File: config.mk
export PLATFORM = sky130hd
export DESIGN_NAME = scan_design_cell_flat
export DESIGN_NICKNAME = d
export VERILOG_FILES = /design/src/rtl/scan_design_cell_pkg.sv /design/src/rtl/scan_design_cell_if.sv /design/src/rtl/scan_design_cell.sv /design/src/flat_wrapper.sv
export SDC_FILE = /design/constraint.sdc
export NUM_CORES = 1
export LEC_CHECK = 0
export BUFFER_PORTS_ARGS = -buffer_cell sky130_fd_sc_hd__buf_2
export CORE_MARGIN = 1.5
export CORE_UTILIZATION = 39
export CTS_CLUSTER_DIAMETER = 30
export CTS_CLUSTER_SIZE = 10
export DETAILED_ROUTE_END_ITERATION = 8
export PLACE_DENSITY = 0.66
export SLEW_MARGIN = 20
export SYNTH_ARGS = -nofsm -noshare
export SYNTH_HDL_FRONTEND = slang
export SYNTH_SLANG_ARGS = --single-unit
File: constraint.sdc
create_clock -name clk -period 1.77 [get_ports clk]
set_clock_uncertainty 0.15 [all_clocks]
set_input_delay 0.177 -clock clk [delete_from_list [all_inputs] [get_ports clk]]
set_output_delay 0.177 -clock clk [all_outputs]
set_load 0.02 [all_outputs]
File: src/rtl/scan_design_cell_pkg.sv
// Shared definitions for the scan chain cell: default width, select
// encoding and the shift counter width with its saturating increment.
package scan_design_cell_pkg;

   localparam int NUM_IOS_DEFAULT = 8;
   localparam int SHIFT_COUNT_W   = 8;

   localparam logic [SHIFT_COUNT_W-1:0] SHIFT_COUNT_MAX = '1;

   typedef enum logic {
      SCAN_CAPTURE = 1'b0,
      SCAN_SHIFT   = 1'b1
   } scan_mode_e;

   // Increment that sticks at the all-ones value instead of wrapping.
   function automatic logic [SHIFT_COUNT_W-1:0] sat_inc(
      input logic [SHIFT_COUNT_W-1:0] value
   );
      if (value == SHIFT_COUNT_MAX) begin
         return value;
      end
      return value + 1'b1;
   endfunction

endpackage : scan_design_cell_pkg

File: src/rtl/scan_design_cell_if.sv
// Scan chain link bundle: clock level, serial data, select and latch enable.
// The upstream side of a link drives it (master), the cell reads it (slave).
interface scan_design_cell_if;

   logic scan_clk;
   logic scan_data;
   logic scan_select;
   logic scan_latch_enable;

   modport master (
      output scan_clk,
      output scan_data,
      output scan_select,
      output scan_latch_enable
   );

   modport slave (
      input scan_clk,
      input scan_data,
      input scan_select,
      input scan_latch_enable
   );

endinterface : scan_design_cell_if

File: src/rtl/scan_design_cell.sv
// One link of the scan chain. Shifts serial data on scan_clk rising edges
// (detected in the clk domain), captures the user design outputs, and
// latches the shifted word onto the user design inputs.
module scan_design_cell
   import scan_design_cell_pkg::*;
#(
   parameter int NUM_IOS = NUM_IOS_DEFAULT
) (
   input  logic                     clk,
   input  logic                     reset,
   scan_design_cell_if.slave        chain_in,
   scan_design_cell_if.master       chain_out,
   output logic [NUM_IOS-1:0]       design_inputs,
   input  logic [NUM_IOS-1:0]       design_outputs,
   output logic                     inputs_valid,
   output logic [SHIFT_COUNT_W-1:0] shift_count
);

   logic                     scan_clk_prev_q, scan_clk_prev_d;
   logic [NUM_IOS-1:0]       shift_reg_q,     shift_reg_d;
   logic [NUM_IOS-1:0]       design_inputs_q, design_inputs_d;
   logic                     inputs_valid_q,  inputs_valid_d;
   logic [SHIFT_COUNT_W-1:0] shift_count_q,   shift_count_d;

   logic       rise;
   logic       shift_en;
   logic       capture_en;
   logic       latch_en;
   scan_mode_e mode;

   // Control signals are passed straight through so every link sees the same scan_clk phase.
   assign chain_out.scan_clk          = chain_in.scan_clk;
   assign chain_out.scan_select       = chain_in.scan_select;
   assign chain_out.scan_latch_enable = chain_in.scan_latch_enable;
   assign chain_out.scan_data         = shift_reg_q[NUM_IOS-1];

   assign mode       = scan_mode_e'(chain_in.scan_select);
   assign rise       = chain_in.scan_clk & ~scan_clk_prev_q;
   assign latch_en   = chain_in.scan_latch_enable;
   assign shift_en   = rise && (mode == SCAN_SHIFT);
   assign capture_en = (mode == SCAN_CAPTURE) && !latch_en;

   // Next-state logic for edge detect, shift/capture, latch and shift counter.
   always_comb begin
      // NOTE: every _d starts from its hold value so no path leaves it unassigned (no latch).
      scan_clk_prev_d = chain_in.scan_clk;
      shift_reg_d     = shift_reg_q;
      design_inputs_d = design_inputs_q;
      inputs_valid_d  = inputs_valid_q;
      shift_count_d   = shift_count_q;

      if (shift_en) begin
         shift_reg_d   = {shift_reg_q[NUM_IOS-2:0], chain_in.scan_data};
         shift_count_d = sat_inc(shift_count_q);
      end else if (capture_en) begin
         shift_reg_d = design_outputs;
      end

      // Latch takes the pre-shift word and overrides the counter update.
      if (latch_en) begin
         design_inputs_d = shift_reg_q;
         inputs_valid_d  = 1'b1;
         shift_count_d   = '0;
      end
   end

   // State registers with synchronous active-high reset.
   always_ff @(posedge clk) begin
      // NOTE: the data registers are reset too, so a partially shifted word never survives a reset.
      if (reset) begin
         scan_clk_prev_q <= 1'b0;
         shift_reg_q     <= '0;
         design_inputs_q <= '0;
         inputs_valid_q  <= 1'b0;
         shift_count_q   <= '0;
      end else begin
         // NOTE: non-blocking assignments so all registers update from the same pre-edge values.
         scan_clk_prev_q <= scan_clk_prev_d;
         shift_reg_q     <= shift_reg_d;
         design_inputs_q <= design_inputs_d;
         inputs_valid_q  <= inputs_valid_d;
         shift_count_q   <= shift_count_d;
      end
   end

   assign design_inputs = design_inputs_q;
   assign inputs_valid  = inputs_valid_q;
   assign shift_count   = shift_count_q;

endmodule : scan_design_cell

File: src/flat_wrapper.sv
// flat-port wrapper written by rule: the top's interface ports become plain ports
module scan_design_cell_flat import scan_design_cell_pkg::*;
#(
   parameter int NUM_IOS = NUM_IOS_DEFAULT
)
  (clk, reset, design_inputs, design_outputs, inputs_valid, shift_count, chain_in_scan_clk, chain_in_scan_data, chain_in_scan_select, chain_in_scan_latch_enable, chain_out_scan_clk, chain_out_scan_data, chain_out_scan_select, chain_out_scan_latch_enable);
  scan_design_cell_if chain_in_i ();
  scan_design_cell_if chain_out_i ();
  input  logic clk;
  input  logic reset;
  output logic [NUM_IOS-1:0] design_inputs;
  input  logic [NUM_IOS-1:0] design_outputs;
  output logic inputs_valid;
  output logic [SHIFT_COUNT_W-1:0] shift_count;
  input wire logic [$bits(chain_in_i.scan_clk)-1:0] chain_in_scan_clk;
  input wire logic [$bits(chain_in_i.scan_data)-1:0] chain_in_scan_data;
  input wire logic [$bits(chain_in_i.scan_select)-1:0] chain_in_scan_select;
  input wire logic [$bits(chain_in_i.scan_latch_enable)-1:0] chain_in_scan_latch_enable;
  output wire logic [$bits(chain_out_i.scan_clk)-1:0] chain_out_scan_clk;
  output wire logic [$bits(chain_out_i.scan_data)-1:0] chain_out_scan_data;
  output wire logic [$bits(chain_out_i.scan_select)-1:0] chain_out_scan_select;
  output wire logic [$bits(chain_out_i.scan_latch_enable)-1:0] chain_out_scan_latch_enable;
  assign chain_in_i.scan_clk = chain_in_scan_clk;
  assign chain_in_i.scan_data = chain_in_scan_data;
  assign chain_in_i.scan_select = chain_in_scan_select;
  assign chain_in_i.scan_latch_enable = chain_in_scan_latch_enable;
  assign chain_out_scan_clk = chain_out_i.scan_clk;
  assign chain_out_scan_data = chain_out_i.scan_data;
  assign chain_out_scan_select = chain_out_i.scan_select;
  assign chain_out_scan_latch_enable = chain_out_i.scan_latch_enable;
  scan_design_cell #(.NUM_IOS(NUM_IOS)) u_core (.clk(clk), .reset(reset), .chain_in(chain_in_i), .chain_out(chain_out_i), .design_inputs(design_inputs), .design_outputs(design_outputs), .inputs_valid(inputs_valid), .shift_count(shift_count));
endmodule
==> results of run 1 <==
==> per-stage QoR <==
stage,power (mW),util [%],hold slack [ns]
4_1_cts,1.18,53.1,0.0120
3_5_place_dp,0.748,47.6,0.255
6_report,1.16,53.1,0.0193
2_1_floorplan,0.709,-,0.155
3_3_place_gp,0.746,47.6,0.248
5_1_grt,1.21,53.1,0.0486
==> layout by cell type (no fill, tap or decap), types with 3 or more instances in the layout <==
cell / synthesis / final
a211oi_2: 3 / 3
a21oi_1: 9 / 9
a22oi_1: 8 / 8
a31oi_1: 3 / 3
buf_2: 3 / 34
buf_4: 4 / 3
clkbuf_4: 0 / 3
dfxtp_1: 26 / 26
dlygate4sd3_1: 0 / 10
mux2i_1: 12 / 12
nand2_1: 5 / 5
nand3_1: 10 / 10
nor2_1: 13 / 13
nor2b_1: 3 / 3
or3_1: 3 / 3
==> kinds of logic after synthesis <==
logic type	after synthesis	share of synthesized area (%)
fa+ha+maj	1	1.08
simple gates	45	20.3
flops	26	45.0
mux	12	10.4
compound gates	27	17.1
buf+inv	12	6.16
==> power groups by stage <==
| stage | sequential, mW | clock [mW] | combinational, mW |
|---|---|---|---|
| floorplan | 0.637 | 0 | 0.0718 |
| global placement | 0.628 | 0 | 0.119 |
| CTS | 0.616 | 0.426 | 0.137 |
| detailed placement | 0.628 | 0 | 0.120 |
| finish | 0.616 | 0.411 | 0.137 |
| global route | 0.619 | 0.447 | 0.150 |
==> state kept, by name (all words and copies together), names as in the netlist <==
register	count
u_core.design_inputs	8
u_core.shift_count	8
u_core.shift_reg_q	8
u_core.inputs_valid	1
u_core.scan_clk_prev_q	1
==> worst paths after layout <==
kind	from	end	slack, ns	cells past startpoint
max	u_core.shift_count[0]	u_core.shift_count[5]	0.14	4
min	design_outputs[4]	u_core.shift_reg_q[4]	0.02	3
max reg2reg	u_core.shift_count[0]	u_core.shift_count[5]	0.14	4
min reg2reg	u_core.inputs_valid	u_core.inputs_valid	0.34	2
==> per-layer routing <==
| layer | part of all wire [%] | global-route usage, % | vias up |
|---|---|---|---|
| met1 | 45 | 19.2 | 507 |
| met2 | 51 | 30.4 | 27 |
| met4 | 0.52 | 2.99 | 0 |
| li1 | - | - | 529 |
| met3 | 3.9 | 4.76 | 2 |
| met5 | 0 | 0 | - |
==> final cells by class <==
class | count | area [sq um] | share of cell area, %
sequential | 26 | 520 | 35.2
multi-input combinational | 85 | 566 | 38.3
timing repair buffer | 47 | 293 | 19.8
clock inverter | 1 | 30.0 | 2.03
tap | 31 | 38.8 | 2.62
clock buffer | 3 | 22.5 | 1.52
inverter | 2 | 7.51 | 0.508
==> Yosys cell counts <==
cell type / count
dfxtp_1: 26
nor2_1: 13
mux2i_1: 12
nand3_1: 10
a21oi_1: 9
a22oi_1: 8
nand2_1: 5
buf_4: 4
a211oi_2: 3
a31oi_1: 3
buf_2: 3
nor2b_1: 3
or3_1: 3
a41oi_1: 2
and4_1: 2
inv_1: 2
or2_2: 2
a211oi_1: 1
a41o_2: 1
and2_1: 1
and3_1: 1
and3_2: 1
and3b_1: 1
buf_1: 1
buf_6: 1
clkbuf_1: 1
ha_1: 1
nand3b_1: 1
nor3_1: 1
nor4b_1: 1
==> worst max-delay path, delay by kind of cell, from the launching register on <==
kind,cells,cell delay (ns)
DFF,1,0.43
AOI/OAI and AO/OA,2,0.38
and+or+nand+nor,1,0.37
adders and majority gates,1,0.23
==> results.md, run 1 <==
| Step | Quantity | Value |
|:---|:---|:---|
| sta | Unrepaired setup endpoints after global routing | no |
| critical path | CP Data Required Time | 1.88 ns |
| critical path | CP Capture Type | register |
| sta | Least-Margin Pin Slew | 0.526 ns |
| power | Net switching component of the power | 267 uW |
| sta | Number of endpoints with negative hold slack in the final report | 0 |
| synth | Total number of yosys warnings | 0 |
| drt | Initial detailed-routing violation count | 41 |
| drt | Total wire length | 2.52 mm |
| power | Clock share of power | 35.3% |
| critical path | Crit start category | register |
| clock network | CTS resizes | 0 |
| die | Rows | 19 |
| cells and area | Antenna diodes | 0 |
| sta | Pins over their slew limit | 0 |
| critical path | Worst path arrival time | 1.74 ns |
| die | X dimension of the die | 57.5 um |
| clock network | Post-CTS setup buffer count | 0 |
| synth | Gate count after technology mapping | 123 |
| drt | Number of iterations in the first detailed-routing pass | 4 |
| synth | Number of storage elements in the synthesis netlist | 26 |
| clock network | TritonCTS buffer count | 3 |
| sta | Clock period minus final worst setup slack | 1.63 ns |
| clock network | Hold buffers post-CTS | 10 |
| placement | Total of buffers placed on input and output ports | 34 |
| global route | Via count of the first global-routing pass | 1,004 |
| run | Count of maximum capacitance violations | 0 |
| worst hold path | Min-delay worst type | input pin to register |
| clock network | TritonCTS clock tree | done |
| global route | Overflow after GRT | 0 |
| global route | First-pass GRT wire length | 4.33 mm |
| cells and area | Number of nets in the layout | 180 |
| critical path | Max stage delay cell, worst path | dfxtp_1 |
| synth | Syn Nets | 138 |
| cells and area | Layout cells sized above 1 | 29.3% |
| placement | Half-perimeter wire length after placement | 1.74 mm |
| placement | Placement-stage cell area | 0.00133 sq mm |
| sta | Crit path setup slack, layout | 0.141 ns |
| power | Peak supply drop | 1370 uV |
| die | Top-level port count | 35 |
| cells and area | Count of fill cells added during filler insertion | 271 |
| clock network | Bufs on Longest Clock Path | 2 |
| synth | Top area cells in the synthesized netlist | dfxtp_1 45%, mux2i_1 10%, a22oi_1 5.2% |
| synth | Cell area after synthesis | 0.00116 sq mm |
| clock network | Clock-pin slew on the worst setup and hold paths | 0.14 ns |
| drt | Routed length per placed instance | 12.9 um |
| sta | Maximum operating frequency | 614 MHz |
| critical path | Startpoint-to-endpoint class of the critical path | register to register |
| drt | DR vias | 1,065 |
| critical path | CP cell instances | ha_1 > and4_1 > a31oi_1 > a211oi_2 |
| global route | Initial antenna violation count | 0 |
| placement | Pre-CTS setup slack | 0.174 ns |
| cells and area | Summed area of non-filler cells in the final layout | 0.00148 sq mm |
| power | Leakage power of the design | 0.640 nW |
| sta | Endpoints failing setup | 0 |
| clock network | CTS sink count | 26 |
| clock network | H-tree levels | 1 |
| global route | GRT Util Overall | 16.6% |
| power | PD cells | 787 mW/mm^2 |
| power | Gate power share | 11.7% |
| synth | Sequential share of the synthesized area | 45.0% |
| placement | Number of placed instances, taps included | 181 |
| drt | Via density per instance | 5.46 |
| power | Switching Share | 23.0% |
| die | DIE HEIGHT | 57.5 um |
| clock network | CTS root buf | clkbuf_4 |
| synth | Average cell area after synthesis | 9.41 sq um |
| synth | Number of distinct library cell variants in the gate-level netlist after synthesis | 30 |
| clock network | Latest clock arrival within the worst-skew pair | 0.32 ns |
| cells and area | Growth of design area from synthesis to finish | 27.7% |
| power | Total internal power | 896 uW |
| cells and area | Non-filler instance count after layout | 195 |
| critical path | Slowest stage delay, CP | 0.43 ns |
| die | Starting Density | 41.6% |
| sta | Remaining max-slew budget at the tightest pin | 64.8% |
| synth | Share of the synthesized area in the top cell type | 45.0% |
| status | Status | finished clean |
| sta | Period Utilization, post-route | 92.1% |
| sta | Setup tns final | 0 ns |
| global route | Largest net degree at the start of global routing | 21 |
| die | Floorplan die area | 0.00330 sq mm |
| power | Sequential Power Share | 52.9% |
| critical path | Crit path max fanout | 7 |
| die | Std-Cell Core Area | 0.00278 sq mm |
| placement | Weighted congestion at the end of routability-driven global placement | 0.780 |
| drt | Antenna violation net count after detailed routing | 0 |
| drt | Number of DRC violations after detailed routing | 0 |
| synth | Cell taking the most area after synthesis | dfxtp_1 |
No activity file was read; power rests on OpenSTA's default activity.
==> run 2, diff against run 1 <==
--- a/config.mk
+++ b/config.mk
@@ -5,6 +5,7 @@
 export SDC_FILE = /design/constraint.sdc
 export NUM_CORES = 1
 export LEC_CHECK = 0
+export ABC_AREA = 1
 export BUFFER_PORTS_ARGS = -buffer_cell sky130_fd_sc_hd__buf_2
 export CORE_MARGIN = 1.5
 export CORE_UTILIZATION = 39
==> run 2 against run 1 <==
Effect of this change:
- the run now ends with DRC left
- sequential cell count unchanged
- largest cell class unchanged
- critical path depth up 2
- maximum frequency up 7.1%
- worst setup slack better by 0.11 ns
- critical endpoint is now u_core.shift_reg_q[1]
- clock power up 2%
==> results.md, run 2 <==
| Step | Quantity | Value |
|:---|:---|:---|
| critical path | Startpoint-to-endpoint class of the critical path | input pin to register |
| die | Top-level port count | 35 |
| power | Leakage power of the design | 0.630 nW |
| synth | Number of enable-type register cells in the synthesized netlist | 0 |
| sta | Least-Margin Pin Slew | 0.511 ns |
| clock network | CTS sink count | 26 |
| global route | First-pass GRT wire length | 4.20 mm |
| cells and area | Core Util, Final | 53.1% |
| clock network | TritonCTS buffer count | 3 |
| sta | Remaining max-slew budget at the tightest pin | 65.8% |
| power | PD cells | 778 mW/mm^2 |
| synth | Sequential share of the synthesized area | 43.9% |
| synth | Post-synthesis share of cell area spent on full adders, half adders and majority gates | 1.06% |
| power | Total internal power | 890 uW |
| global route | GRT Util Overall | 16.0% |
| placement | Placement-stage cell area | 0.00135 sq mm |
| sta | Worst hold slack across all endpoints | 0.0494 ns |
| sta | Endpoints failing setup | 0 |
| drt | Routed length per placed instance | 11.4 um |
| critical path | CP cell instances | dlygate4sd3_1 > buf_2 > nand3_2 > inv_2 > nand2_1 > a31oi_1 |
| critical path | Max stage delay cell, worst path | dlygate4sd3_1 |
| power | Switching Share | 23.9% |
| synth | Cell taking the most area after synthesis | dfxtp_1 |
| global route | Via count of the first global-routing pass | 993 |
| clock network | H-tree levels | 1 |
| cells and area | Multi-input gate area in the final layout | 557 sq um |
| placement | Total of buffers placed on input and output ports | 34 |
| die | Starting Density | 41.9% |
| cells and area | Commonest non-fill, non-tap cell in the layout | nand2_1 |
| critical path | CP Data Required Time | 1.89 ns |
| critical path | Worst path arrival time | 1.64 ns |
| sta | Clock period minus final worst setup slack | 1.52 ns |
| clock network | Bufs on Longest Clock Path | 2 |
| critical path | CP Capture Type | register |
| synth | Average cell area after synthesis | 7.50 sq um |
| synth | Leading cell type by number of instances after synthesis | nand2_1 |
| critical path | Crit path max fanout | 14 |
| drt | DR vias | 1,152 |
| cells and area | Count of fill cells added during filler insertion | 267 |
| clock network | CTS root buf | clkbuf_4 |
| global route | Overflow after GRT | 0 |
| drt | Total wire length | 2.64 mm |
| cells and area | Number of nets in the layout | 216 |
| cells and area | Sequential cell area in the final layout | 520 sq um |
| cells and area | Layout cells sized above 1 | 26.0% |
| status | Violations in the final reports | DRC |
| clock network | TritonCTS clock tree | done |
| synth | Xor-xnor portion of the synthesized cell area | 0% |
| die | Rows | 19 |
| synth | Area share of and/or/nand/nor cells after synthesis | 34.6% |
| die | Std-Cell Core Area | 0.00283 sq mm |
| cells and area | Antenna diodes | 0 |
| cells and area | Leading cell types in the layout, fill and taps excluded | 40 x nand2_1, 34 x buf_2, 26 x dfxtp_1, 24 x nand3_1 |
| worst hold path | Min-delay worst type | input pin to register |
| drt | Antenna violation net count after detailed routing | 0 |
| sta | Pins over their slew limit | 0 |
| synth | Cell area after synthesis | 0.00118 sq mm |
| synth | Compound-cell area share of the yosys netlist | 11.3% |
| power | Clock share of power | 35.9% |
| synth | Async set-reset flop share out of synthesis | 0% |
| die | DIE HEIGHT | 58.1 um |
| synth | Gate count after technology mapping | 158 |
| synth | Most common library cells after synthesis | 40 x nand2_1, 26 x dfxtp_1, 24 x nand3_1, 13 x a21oi_1, 13 x nor2_1 |
| drt | Number of DRC violations after detailed routing | 2 |
| power | Net switching component of the power | 279 uW |
| synth | Dominant register cell in the synthesized netlist | dfxtp_1 |
| power | Power, Total | 1.17 mW |
| drt | Via density per instance | 4.99 |
| run | Count of maximum capacitance violations | 0 |
| synth | Post-synthesis mux area share | 0% |
| power | Sequential Power Share | 52.7% |
| synth | Share of the synthesized area in the top cell type | 43.9% |
| drt | Initial detailed-routing violation count | 28 |
| power | Gate power share | 11.4% |
| global route | Initial antenna violation count | 0 |
| synth | Total number of yosys warnings | 0 |
| sta | Period Utilization, post-route | 85.9% |
| critical path | Slowest stage delay, CP | 0.52 ns |
| cells and area | Summed area of non-filler cells in the final layout | 0.00150 sq mm |
| placement | Half-perimeter wire length after placement | 1.87 mm |
| die | X dimension of the die | 58.1 um |
| synth | Number of distinct library cell variants in the gate-level netlist after synthesis | 21 |
| sta | Unrepaired setup endpoints after global routing | no |
| synth | Number of storage elements in the synthesis netlist | 26 |
| drt | Number of iterations in the first detailed-routing pass | 9 |
| sta | Number of endpoints with negative hold slack in the final report | 0 |
| placement | Pre-CTS setup slack | 0.330 ns |
| power | Peak supply drop | 349 uV |
| clock network | Clock-pin slew on the worst setup and hold paths | 0.14 ns |
| sta | Setup tns final | 0 ns |
| synth | Syn Nets | 173 |
| clock network | Post-CTS setup buffer count | 0 |
| cells and area | Growth of design area from synthesis to finish | 26.8% |
| synth | Combinational family with the most area after synthesis | simple AND/OR/NAND/NOR gates |
| sta | Crit path setup slack, layout | 0.249 ns |
| synth | Top area cells in the synthesized netlist | dfxtp_1 44%, nand2_1 13%, nand3_1 10% |
| status | Status | complete, but fails checks |
| die | Floorplan die area | 0.00338 sq mm |
| placement | Number of placed instances, taps included | 217 |
| critical path | Crit start category | input pin |
| sta | Maximum operating frequency | 658 MHz |
| clock network | Latest clock arrival within the worst-skew pair | 0.33 ns |
| global route | Largest net degree at the start of global routing | 19 |
| placement | Weighted congestion at the end of routability-driven global placement | 0.760 |
| cells and area | Non-filler instance count after layout | 231 |
==> run 2: changes by cell type after synthesis, moves of 4 or more <==
| cell | before | now |
|---|---|---|
| nand2_1 | 5 | 40 |
| nand3_1 | 10 | 24 |
| mux2i_1 | 12 | 0 |
| a22oi_1 | 8 | 0 |
| inv_1 | 2 | 8 |
| a31oi_1 | 3 | 8 |
| a21oi_1 | 9 | 13 |
==> run 2: critical path: cells and delay by family <==
kind	cells	cell delay, ns
AO/OA/AOI/OAI	1	0.18
AND/OR/NAND/NOR	2	0.33
buffers and inverters	3	0.94
==> run 2: power groups by stage <==
stage | Combinational (mW) | Sequential [mW] | Clock (mW)
2_1_floorplan | 0.0728 | 0.636 | 0
3_3_place_gp | 0.113 | 0.628 | 0
3_5_place_dp | 0.115 | 0.628 | 0
4_1_cts | 0.133 | 0.616 | 0.424
5_1_grt | 0.146 | 0.618 | 0.447
6_report | 0.133 | 0.616 | 0.420
==> run 2: final cells by class <==
class / instances / share of cell area, %
clock buffer: 3 / 1.50
tap: 31 / 2.58
sequential: 26 / 34.6
inverter: 11 / 2.75
clock inverter: 1 / 2.00
multi-input combinational: 112 / 37.1
timing repair buffer: 47 / 19.5
==> run 2: cell families after synthesis <==
kind of cell,count (synthesis)
flops,26
compound gates,24
simple gates,87
buf+inv,20
fa+ha+maj,1
==> run 2: per-layer routing <==
layer,global-route usage [%],vias to the layer above,wire length (um),share of wire (%)
met5,0,-,0,0
met4,7.97,0,57,2.2
met3,2.01,7,114,4.3
met2,24.7,34,1170,44
met1,22.1,507,1310,49
li1,-,604,-,-
==> run 2: repair_timing <==
action	4_1_cts	5_1_grt
hold buffers	10	0
resized for setup	0	0
hold endpoints to repair	9	0
==> run 2: final timing paths <==
path / start / end / slack, ns / depth (start not counted)
worst max-delay path: chain_in_scan_clk / u_core.shift_reg_q[1] / 0.25 / 6
worst min-delay path: reset / u_core.shift_count[0] / 0.05 / 4
worst min register to register: u_core.design_inputs[4] / u_core.design_inputs[4] / 0.32 / 2
worst max register to register: u_core.shift_count[0] / u_core.shift_count[4] / 0.30 / 7
==> run 3, diff against run 2 <==
--- a/config.mk
+++ b/config.mk
@@ -8,11 +8,11 @@
 export ABC_AREA = 1
 export BUFFER_PORTS_ARGS = -buffer_cell sky130_fd_sc_hd__buf_2
 export CORE_MARGIN = 1.5
-export CORE_UTILIZATION = 39
+export CORE_UTILIZATION = 50
 export CTS_CLUSTER_DIAMETER = 30
 export CTS_CLUSTER_SIZE = 10
 export DETAILED_ROUTE_END_ITERATION = 8
-export PLACE_DENSITY = 0.66
+export PLACE_DENSITY = 0.81
 export SLEW_MARGIN = 20
 export SYNTH_ARGS = -nofsm -noshare
 export SYNTH_HDL_FRONTEND = slang
==> constraint.sdc (replaced) <==
create_clock -name clk -period 1.7 [get_ports clk]
set_clock_uncertainty 0.15 [all_clocks]
set_input_delay 0.17 -clock clk [delete_from_list [all_inputs] [get_ports clk]]
set_output_delay 0.17 -clock clk [all_outputs]
set_load 0.02 [all_outputs]
==> run 3 against run 2 <==
Effect of this change:
- the flow now finishes without violations
- first-iteration DRC count fell by 7.1%
- critical path depth is the same
- worst setup slack worse by 0.086 ns
- sequential cell count did not move
- worst hold slack got worse by 0.025 ns
- count of clock-buffer cells in the layout did not move
- sequential power grew 4.2%
- global-route usage up 5.6 points
- clock power increased by 4%
- register-to-register slack worse by 0.09 ns
- critical path type unchanged
- critical endpoint is now u_core.shift_reg_q[7]
==> results.md, run 3 (same netlist as run 2, synthesis figures left out) <==
| Step | Quantity | Value |
|:---|:---|:---|
| drt | Number of DRC violations after detailed routing | 0 |
| power | Net switching component of the power | 290 uW |
| cells and area | Core Util, Final | 66.8% |
| global route | First-pass GRT wire length | 4.32 mm |
| clock network | CTS root buf | clkbuf_4 |
| power | PD cells | 814 mW/mm^2 |
| clock network | Post-CTS setup buffer count | 0 |
| sta | Clock period minus final worst setup slack | 1.54 ns |
| global route | Largest net degree at the start of global routing | 20 |
| power | Leakage power of the design | 0.625 nW |
| critical path | Crit path buffers/inverters | 3 |
| global route | Initial antenna violation count | 0 |
| cells and area | Antenna diodes | 0 |
| drt | Routed length per placed instance | 12.1 um |
| drt | Total wire length | 2.75 mm |
| sta | Crit path setup slack, layout | 0.163 ns |
| power | Peak supply drop | 521 uV |
| critical path | CP Capture Type | register |
| critical path | Slowest stage delay, CP | 0.52 ns |
| global route | Via count of the first global-routing pass | 963 |
| clock network | TritonCTS buffer count | 3 |
| cells and area | Layout cells sized above 1 | 25.6% |
| power | Clock share of power | 35.9% |
| clock network | Clock-pin slew on the worst setup and hold paths | 0.15 ns |
| critical path | Crit start category | input pin |
| placement | Placement-stage cell area | 0.00134 sq mm |
| critical path | CP cell instances | dlygate4sd3_1 > buf_2 > nand3_2 > inv_2 > nand2_1 > a31oi_1 |
| run | Count of maximum capacitance violations | 0 |
| critical path | Family of cells with the greatest summed delay on the critical path | buffers and inverters |
| sta | Pins over their slew limit | 0 |
| power | Gate power share | 11.3% |
| drt | Antenna violation net count after detailed routing | 0 |
| placement | Pre-CTS setup slack | 0.266 ns |
| placement | Weighted congestion at the end of routability-driven global placement | 0.865 |
| drt | Number of iterations in the first detailed-routing pass | 4 |
| cells and area | Number of nets in the layout | 215 |
| die | Starting Density | 53.1% |
| sta | Setup tns final | 0 ns |
| die | X dimension of the die | 51.7 um |
| die | Top-level port count | 35 |
| global route | Overflow after GRT | 0 |
| cells and area | Leading cell types in the layout, fill and taps excluded | 40 x nand2_1, 34 x buf_2, 26 x dfxtp_1, 24 x nand3_1 |
| clock network | Latest clock arrival within the worst-skew pair | 0.33 ns |
| critical path | CP Data Required Time | 1.81 ns |
| sta | Maximum operating frequency | 651 MHz |
| placement | Total of buffers placed on input and output ports | 34 |
| cells and area | Summed area of non-filler cells in the final layout | 0.00149 sq mm |
| drt | DR vias | 1,192 |
| drt | Via density per instance | 5.25 |
| sta | Number of endpoints with negative hold slack in the final report | 0 |
| critical path | R2r setup slk | 0.21 ns |
| critical path | Crit path max fanout | 14 |
| die | Rows | 17 |
| power | Switching Share | 23.9% |
| cells and area | Growth of design area from synthesis to finish | 25.9% |
| die | DIE HEIGHT | 51.7 um |
| sta | Unrepaired setup endpoints after global routing | no |
| sta | Remaining max-slew budget at the tightest pin | 68.0% |
| power | Total internal power | 925 uW |
| cells and area | Commonest non-fill, non-tap cell in the layout | nand2_1 |
| die | Floorplan die area | 0.00267 sq mm |
| power | Sequential Power Share | 52.8% |
| drt | Initial detailed-routing violation count | 26 |
| placement | Half-perimeter wire length after placement | 1.80 mm |
| sta | Endpoints failing setup | 0 |
| sta | Period Utilization, post-route | 90.4% |
| global route | GRT Util Overall | 21.7% |
| critical path | Max stage delay cell, worst path | dlygate4sd3_1 |
| clock network | CTS sink count | 26 |
| clock network | Bufs on Longest Clock Path | 2 |
| critical path | Worst path arrival time | 1.65 ns |
| worst hold path | Min-delay worst type | input pin to register |
| clock network | H-tree levels | 1 |
| sta | Least-Margin Pin Slew | 0.478 ns |
| die | Std-Cell Core Area | 0.00223 sq mm |
| status | Status | finished clean |
| clock network | CTS resizes | 0 |
| clock network | TritonCTS clock tree | done |
| critical path | Startpoint-to-endpoint class of the critical path | input pin to register |
run 3: changes by cell type in the layout (fill, tap and decap cells not counted), sizes merged:
cell / previous run / this run
buf: 37 / 36
run 3: path summary, 6_finish.rpt:
path | startpoint | end | depth (start not counted)
max | chain_in_scan_clk | u_core.shift_reg_q[7] | 6
max reg2reg | u_core.shift_count[0] | u_core.shift_count[4] | 7
min reg2reg | u_core.design_inputs[1] | u_core.design_inputs[1] | 2
min | chain_in_scan_latch_enable | u_core.design_inputs[4] | 3
run 3: timing repair:
action | in CTS | in global routing
hold buffers | 10 | 0
setup endpoints to repair | 0 | 0
hold endpoints to repair | 9 | 0
run 3: cell type report:
class,instances,area (sq um)
inverters,11,41.3
clock buffers,3,22.5
multi-input cells,112,557
well taps,28,35.0
flip-flops and latches,26,520
fillers,197,742
repair buffers,46,285
clock inverters,1,30.0
run 3: worst reg2reg max path, cell delays in order, from the launching register on:
cell     delay (ns)
dfxtp_1        0.43
ha_1           0.25
nand2_2        0.11
nor2_4         0.14
nand2_4        0.10
nand2_4        0.08
nand2_1        0.06
a21oi_2        0.12
run 3: metal layers:
metal / track usage, % / wire (um) / vias up
met2: 33.3 / 1320 / 55
met5: 0 / 0 / -
met3: 3.74 / 184 / 6
li1: - / - / 600
met4: 10.5 / 42 / 0
met1: 29.3 / 1210 / 531
run 3: per-stage QoR:
step	power (mW)	std cells	hold slack, ns
5_1_grt	1.25	227	0.0163
3_3_place_gp	0.769	213	0.261
4_1_cts	1.22	227	0.0148
2_1_floorplan	0.738	158	0.127
3_5_place_dp	0.771	213	0.267
6_report	1.21	227	0.0245
run 3: power groups by stage:
stage                     Combinational [mW]  Clock, mW  Sequential, mW
after floorplan                       0.0758          0           0.663
after global placement                 0.116          0           0.653
after detailed placement               0.117          0           0.654
after CTS                              0.135      0.445           0.641
after global routing                   0.150      0.460           0.644
final                                  0.137      0.436           0.642
